===== src/rtl/relu_batch_sequencer_if.sv =====
// Host and ReLU-unit signal bundle for relu_batch_sequencer.
//   Host side  : wr_en/wr_addr/wr_data load the input buffer; start/len launch a
//                batch; busy/done/err_timeout report status; rd_addr/rd_data read
//                the result buffer (1-cycle registered latency).
//   ReLU side  : u_valid_in/u_data_in issue one operand; u_valid_out/u_data_out
//                return one result.
// The slave modport is the sequencer's view; master is the environment's view.
interface relu_batch_sequencer_if #(
  parameter int ADDR_W = 4
);
  logic              wr_en;
  logic [ADDR_W-1:0] wr_addr;
  logic [7:0]        wr_data;
  logic              start;
  logic [ADDR_W:0]   len;
  logic              busy;
  logic              done;
  logic              err_timeout;
  logic              u_valid_in;
  logic [7:0]        u_data_in;
  logic              u_valid_out;
  logic [7:0]        u_data_out;
  logic [ADDR_W-1:0] rd_addr;
  logic [7:0]        rd_data;

  modport slave (
    input  wr_en, wr_addr, wr_data, start, len, u_valid_out, u_data_out, rd_addr,
    output busy, done, err_timeout, u_valid_in, u_data_in, rd_data
  );

  modport master (
    output wr_en, wr_addr, wr_data, start, len, u_valid_out, u_data_out, rd_addr,
    input  busy, done, err_timeout, u_valid_in, u_data_in, rd_data
  );
endinterface


===== src/rtl/relu_batch_sequencer.sv =====
// relu_batch_sequencer: holds a batch of signed int8 activations, issues them one
// at a time to a multicycle ReLU unit (no backpressure, drops input while busy),
// and stores each result in a result buffer.
// Ports:
//   clk    : rising-edge clock
//   rst_n  : asynchronous active-low reset
//   bus    : relu_batch_sequencer_if.slave (host load/start/status/readback and
//            the ReLU valid_in/valid_out handshake)
// Only one operand is ever outstanding: the next issue waits for the previous
// result, or for the TIMEOUT-cycle abort.
module relu_batch_sequencer #(
  parameter int DEPTH   = 16,
  parameter int ADDR_W  = 4,
  parameter int TIMEOUT = 15
) (
  input  logic                    clk,
  input  logic                    rst_n,
  relu_batch_sequencer_if.slave   bus
);

  localparam int CNT_W = $clog2(TIMEOUT + 1);

  typedef enum logic [1:0] {
    S_IDLE,
    S_ISSUE,
    S_WAIT,
    S_DONE
  } state_t;

  state_t            r_state;
  state_t            w_next;

  logic [7:0]        r_inbuf  [DEPTH];
  logic [7:0]        r_resbuf [DEPTH];
  logic [ADDR_W:0]   r_len;
  logic [ADDR_W:0]   r_idx;
  logic [CNT_W-1:0]  r_cnt;
  logic              r_err;
  logic [7:0]        r_rd_data;

  logic [ADDR_W:0]   w_len_eff;
  logic [ADDR_W:0]   w_idx_next;
  logic              w_last_wait;

  assign w_len_eff   = (bus.len > (ADDR_W+1)'(DEPTH)) ? (ADDR_W+1)'(DEPTH) : bus.len;
  assign w_idx_next  = r_idx + (ADDR_W+1)'(1);
  // r_cnt counts completed WAIT cycles, so the abort fires on the TIMEOUT-th one
  assign w_last_wait = (r_cnt == CNT_W'(TIMEOUT - 1));

  always_ff @(posedge clk or negedge rst_n) begin
    if (!rst_n) r_state <= S_IDLE;
    else        r_state <= w_next;
  end

  always_comb begin
    w_next = r_state;
    case (r_state)
      S_IDLE: begin
        if (bus.start) w_next = (w_len_eff != '0) ? S_ISSUE : S_DONE;
      end
      S_ISSUE: w_next = S_WAIT;
      S_WAIT: begin
        if (bus.u_valid_out)  w_next = (w_idx_next < r_len) ? S_ISSUE : S_DONE;
        else if (w_last_wait) w_next = S_DONE;
      end
      S_DONE:  w_next = S_IDLE;
      default: w_next = S_IDLE;
    endcase
  end

  always_ff @(posedge clk or negedge rst_n) begin
    if (!rst_n) begin
      r_len <= '0;
      r_idx <= '0;
      r_cnt <= '0;
      r_err <= 1'b0;
    end else begin
      case (r_state)
        S_IDLE: begin
          if (bus.start) begin
            r_len <= w_len_eff;
            r_err <= 1'b0;
          end
        end
        S_ISSUE: r_cnt <= '0;
        S_WAIT: begin
          if (bus.u_valid_out)  r_idx <= w_idx_next;
          else if (w_last_wait) r_err <= 1'b1;
          else                  r_cnt <= r_cnt + CNT_W'(1);
        end
        S_DONE:  r_idx <= '0;
        default: ;
      endcase
    end
  end

  // Buffer storage is intentionally not reset.
  always_ff @(posedge clk) begin
    if (r_state == S_IDLE && bus.wr_en)
      r_inbuf[bus.wr_addr] <= bus.wr_data;
    if (r_state == S_WAIT && bus.u_valid_out)
      r_resbuf[r_idx[ADDR_W-1:0]] <= bus.u_data_out;
  end

  always_ff @(posedge clk or negedge rst_n) begin
    if (!rst_n) r_rd_data <= '0;
    else        r_rd_data <= r_resbuf[bus.rd_addr];
  end

  assign bus.busy        = (r_state != S_IDLE);
  assign bus.done        = (r_state == S_DONE);
  assign bus.err_timeout = r_err;
  assign bus.u_valid_in  = (r_state == S_ISSUE);
  assign bus.u_data_in   = (r_state == S_ISSUE) ? r_inbuf[r_idx[ADDR_W-1:0]] : '0;
  assign bus.rd_data     = r_rd_data;

endmodule


===== src/flat_wrapper.sv =====
// flat-port wrapper written by rule: the top's interface ports become plain ports
module relu_batch_sequencer_flat 
#(
  parameter int DEPTH   = 16,
  parameter int ADDR_W  = 4,
  parameter int TIMEOUT = 15
)
  (clk, rst_n, bus_wr_en, bus_wr_addr, bus_wr_data, bus_start, bus_len, bus_u_valid_out, bus_u_data_out, bus_rd_addr, bus_busy, bus_done, bus_err_timeout, bus_u_valid_in, bus_u_data_in, bus_rd_data);
  relu_batch_sequencer_if #(.ADDR_W(ADDR_W)) bus_i ();
  input  logic clk;
  input  logic rst_n;
  input wire logic [$bits(bus_i.wr_en)-1:0] bus_wr_en;
  input wire logic [$bits(bus_i.wr_addr)-1:0] bus_wr_addr;
  input wire logic [$bits(bus_i.wr_data)-1:0] bus_wr_data;
  input wire logic [$bits(bus_i.start)-1:0] bus_start;
  input wire logic [$bits(bus_i.len)-1:0] bus_len;
  input wire logic [$bits(bus_i.u_valid_out)-1:0] bus_u_valid_out;
  input wire logic [$bits(bus_i.u_data_out)-1:0] bus_u_data_out;
  input wire logic [$bits(bus_i.rd_addr)-1:0] bus_rd_addr;
  output wire logic [$bits(bus_i.busy)-1:0] bus_busy;
  output wire logic [$bits(bus_i.done)-1:0] bus_done;
  output wire logic [$bits(bus_i.err_timeout)-1:0] bus_err_timeout;
  output wire logic [$bits(bus_i.u_valid_in)-1:0] bus_u_valid_in;
  output wire logic [$bits(bus_i.u_data_in)-1:0] bus_u_data_in;
  output wire logic [$bits(bus_i.rd_data)-1:0] bus_rd_data;
  assign bus_i.wr_en = bus_wr_en;
  assign bus_i.wr_addr = bus_wr_addr;
  assign bus_i.wr_data = bus_wr_data;
  assign bus_i.start = bus_start;
  assign bus_i.len = bus_len;
  assign bus_i.u_valid_out = bus_u_valid_out;
  assign bus_i.u_data_out = bus_u_data_out;
  assign bus_i.rd_addr = bus_rd_addr;
  assign bus_busy = bus_i.busy;
  assign bus_done = bus_i.done;
  assign bus_err_timeout = bus_i.err_timeout;
  assign bus_u_valid_in = bus_i.u_valid_in;
  assign bus_u_data_in = bus_i.u_data_in;
  assign bus_rd_data = bus_i.rd_data;
  relu_batch_sequencer #(.DEPTH(DEPTH), .ADDR_W(ADDR_W), .TIMEOUT(TIMEOUT)) u_core (.clk(clk), .rst_n(rst_n), .bus(bus_i));
endmodule

===== config.mk =====
export PLATFORM = sky130hd
export DESIGN_NAME = relu_batch_sequencer_flat
export DESIGN_NICKNAME = d
export VERILOG_FILES = /design/src/rtl/relu_batch_sequencer_if.sv /design/src/rtl/relu_batch_sequencer.sv /design/src/flat_wrapper.sv
export SDC_FILE = /design/constraint.sdc
export NUM_CORES = 1
export LEC_CHECK = 0
export CAP_MARGIN = 20
export CORE_MARGIN = 5
export CORE_UTILIZATION = 39
export CTS_CLUSTER_SIZE = 40
export DETAILED_ROUTE_END_ITERATION = 12
export SETUP_SLACK_MARGIN = 0.3
export SLEW_MARGIN = 20
export SYNTH_ARGS = -nofsm -noshare
export SYNTH_HDL_FRONTEND = slang
export SYNTH_SLANG_ARGS = --single-unit

===== constraint.sdc =====
create_clock -name clk -period 2.3 [get_ports clk]
set_input_delay 0.23 -clock clk [delete_from_list [all_inputs] [get_ports clk]]
set_output_delay 0.23 -clock clk [all_outputs]
set_load 0.02 [all_outputs]

==> impl_metrics.tcl <==
set metrics [dict create \
    path_cells "buf_6 > buf_16 > mux4_2 > nand2_2 > o31ai_4 > a221o_1 > buf_6" \
    bufs_and_invs_on_worst_path 3 \
    cpLargestDelayFamily "multiplexers" \
    total_die_area_um2 32500 \
    drt_iter0_drc 479 \
    layout-area-overhead-vs-synth_pct 23.6 \
    timing.setup.tns_ns -2.64 \
    first_global_vias 6278 \
    clk_pin_slew_ns 0.06 \
    synth_sequential_area_ratio 0.736 \
    crit_path_start "u_core.r_idx[1]" \
    drt-vias-per-instance 5.30 \
    die_width_um 180 \
    max_stage_delay_ns 0.51 \
    power_density_nw_per_um2 931 \
    synth.yosys.warnings 0 \
    drc_errors 0 \
    slew_at_the_pin_with_the_worst_max_slew_slack_ns 0.762 \
    gr-usage-met3 0.0216 \
    hpwlAfterDp_um 15900 \
    drt.antenna.violating_nets 0 \
    leakagePower_nw 4.72 \
    vdd_drop_max_mv 0.583 \
    min-delay-path-class "in -> async" \
    failed_checks "setup timing" \
    maximum_clock_skew_at_final_layout_ns 0.0108 \
    run_status "finished with violations" \
    place_ws_ns -0.325 \
    grt-busiest-layer "met2" \
    initial_util 0.395 \
    gp_congestion 0.825 \
    grt_overflow 0 \
    critical_path.endpoint_type "output pin" \
    mostFrequentLayoutCells "sky130_fd_sc_hd__edfxtp_1, sky130_fd_sc_hd__buf_4, sky130_fd_sc_hd__clkdlybuf4s50_1" \
    port_bufs 53 \
    timing.fmax_mhz 374 \
    critPathArrivalTime_ns 2.44 \
    startpoint_type "register" \
    grt_util_met2 0.257 \
    hold_viol 0 \
    grt.total_usage 0.147 \
    timing.final.crit_period_ns 2.67 \
    slew_viol_final 0 \
    fp.coreArea_um2 28600 \
    antenna_violations_before_repair 0 \
    fin_total_pwr_mw 13.0 \
    grtUsageMet1 0.198 \
    slowest_stage "sky130_fd_sc_hd__mux4_2" \
    cp.required_ns 2.07 \
    ios 54 \
    synth_cell_types 40 \
    cts_max_path_buffers 3 \
    critical_setup_path_class "reg -> out" \
    cts.hold.buffers_added 0 \
    cts.sinks 281 \
    finalCritPeriodShare 1.16 \
    crit-reg2reg-launch "u_core.r_idx[0]" \
    drt_pre_antenna_iters 5 \
    pin_count_of_the_biggest_net_entering_global_routing 33 \
    tritoncts.num_buffers 28 \
    cts_tree "yes" \
    netlist_area_pre_place_um2 11300 \
    ctsRootBufferMaster "sky130_fd_sc_hd__clkbuf_16" \
    layout.nets 765 \
    worst_slew_margin_rel 0.490 \
    nFillCells 2330 \
    max_cap_violations 0 \
    floorplan.rows 62 \
    final_critical_path_setup_slack_ns -0.372 \
    clkLatencyLatePin_ns 0.53 \
    drive_gt1_frac 0.284 \
    ys_seq_elements 281 \
    avgRoutedWirePerCell_um 21.5 \
    clock_tree.htree_level_count 1 \
    timing.critical_path.fanout_max 6 \
    syn_inst 589 \
    grt_setup_unrepaired "yes" \
    die_height_um 180 \
    worst_hold_slack_after_final_layout_ns 0.0923 \
    layout_commonest_cell "sky130_fd_sc_hd__edfxtp_1" \
    drt_wl_total_um 24100 \
    inserted_diodes 0 \
    synthesis.nets 633 \
    avgSynthCellArea_um2 19.2 \
    detailroute.via_count 5956 \
    finalSetupViolations 8 \
    grt_first_pass_wirelength_um 37600 \
    crit_path_frequent_cell "sky130_fd_sc_hd__buf_6" \
]
==> sequential cells by signal, summed over array words and instances (netlist names) <==
signal,count
u_core.r_len,5
u_core.r_idx,5
u_core.r_state,2
u_core.r_resbuf,128
u_core.bus.rd_data,8
u_core.r_inbuf,128
u_core.bus.err_timeout,1
u_core.r_cnt,4
==> layer usage <==
layer  vias to the layer above  routed length, µm
met5                         -                  0
met4                         0                403
met3                        38               1080
met2                       153              12400
met1                      3090              10300
li1                       2675                  -
==> per-stage QoR <==
step / util / cells / cell area (µm²)
floorplan: - / 589 / 11300
global placement: 0.445 / 1061 / 12700
detailed placement: 0.445 / 1061 / 12700
CTS: 0.485 / 1121 / 13900
global route: 0.488 / 1123 / 14000
finish: 0.488 / 1123 / 14000
==> timing repair <==
item,in CTS,in global routing
setup buffers,10,2
cloned,2,0
pin swaps,14,7
hold endpoints to repair,0,0
resized for setup,92,22
endpoints found under the setup margin,32,25
==> logic make-up (layout without fill, tap and decap cells) <==
kind of cell,after synthesis,after routing,synth area share
compound gates,57,57,0.0372
xor+xnor,3,3,0.00233
fa+ha+maj,10,10,0.0111
buf+inv,40,190,0.0175
flops,281,281,0.736
mux,65,65,0.138
simple gates,133,133,0.0584
==> final cells by class <==
cell class / instances / area, µm² / share of cell area
clock buffer: 34 / 744 / 0.0533
clock inverter: 14 / 67.6 / 0.00484
inverter: 12 / 52.6 / 0.00376
multi-input combinational: 268 / 3050 / 0.218
sequential: 281 / 8320 / 0.595
tap: 384 / 480 / 0.0344
timing repair buffer: 130 / 1260 / 0.0902
==> Yosys cell counts <==
cell type	count	area (µm²)
sky130_fd_sc_hd__nand4_1	3	18.8
sky130_fd_sc_hd__edfxtp_1	256	7690
sky130_fd_sc_hd__mux4_1	28	736
sky130_fd_sc_hd__nand4b_1	2	17.5
sky130_fd_sc_hd__nand3_1	9	45.0
sky130_fd_sc_hd__and3_1	10	62.6
sky130_fd_sc_hd__a32o_1	1	10.0
sky130_fd_sc_hd__or3_1	1	6.26
sky130_fd_sc_hd__o21ai_0	11	55.1
sky130_fd_sc_hd__nor2_1	28	105
sky130_fd_sc_hd__dfrtp_1	25	626
sky130_fd_sc_hd__o31ai_1	10	75.1
sky130_fd_sc_hd__a211oi_1	17	128
sky130_fd_sc_hd__xnor2_1	2	17.5
sky130_fd_sc_hd__buf_4	1	7.51
sky130_fd_sc_hd__xor2_1	1	8.76
sky130_fd_sc_hd__buf_1	4	15.0
sky130_fd_sc_hd__nor3_1	16	80.1
sky130_fd_sc_hd__a22o_1	3	26.3
sky130_fd_sc_hd__buf_6	3	33.8
sky130_fd_sc_hd__nand2_1	33	124
sky130_fd_sc_hd__nor4b_1	1	8.76
sky130_fd_sc_hd__buf_8	1	15.0
sky130_fd_sc_hd__ha_1	10	125
sky130_fd_sc_hd__buf_2	8	40.0
sky130_fd_sc_hd__a31oi_1	1	6.26
sky130_fd_sc_hd__nand2b_1	9	56.3
sky130_fd_sc_hd__nor3b_1	1	7.51
sky130_fd_sc_hd__nand3b_1	1	7.51
sky130_fd_sc_hd__inv_1	12	45.0
sky130_fd_sc_hd__clkbuf_1	11	41.3
sky130_fd_sc_hd__o211a_1	1	10.0
sky130_fd_sc_hd__or4_1	1	7.51
sky130_fd_sc_hd__a221o_1	8	80.1
sky130_fd_sc_hd__mux2_2	1	11.3
sky130_fd_sc_hd__a21boi_0	1	7.51
sky130_fd_sc_hd__o21a_1	1	7.51
sky130_fd_sc_hd__mux4_2	36	811
sky130_fd_sc_hd__nor2b_1	18	113
sky130_fd_sc_hd__a21oi_1	3	15.0
==> worst register-to-register path: cells and delay by family, from the launching register on <==
kind / cells / cell delay, ns
adder cells (fa/ha/maj): 2 / 0.46
buffers and inverters: 4 / 0.46
flip-flops: 1 / 0.42
AO/OA/AOI/OAI: 4 / 0.55
==> path summary, 6_finish.rpt <==
path                                           to  slack [ns]  depth (start not counted)
worst max-delay path             bus_u_data_in[2]       -0.37                          7
worst min-delay path              u_core.r_len[1]        0.09                          2
worst max register to register  u_core.r_state[1]        0.30                         10
worst min register to register    u_core.r_len[1]        0.51                          2
max in group asynchronous         u_core.r_idx[1]        1.91                          2
min in group clk                  u_core.r_len[3]        0.29                          3
==> power breakdown <==
part / switching, mW / internal, mW / leakage [nW]
Clock: 1.78 / 2.28 / 0.388
Combinational: 1.60 / 1.41 / 1.72
Sequential: 0.136 / 5.81 / 2.62
Total: 3.51 / 9.50 / 4.72
Note: power is estimated with default switching activity, not from simulation.
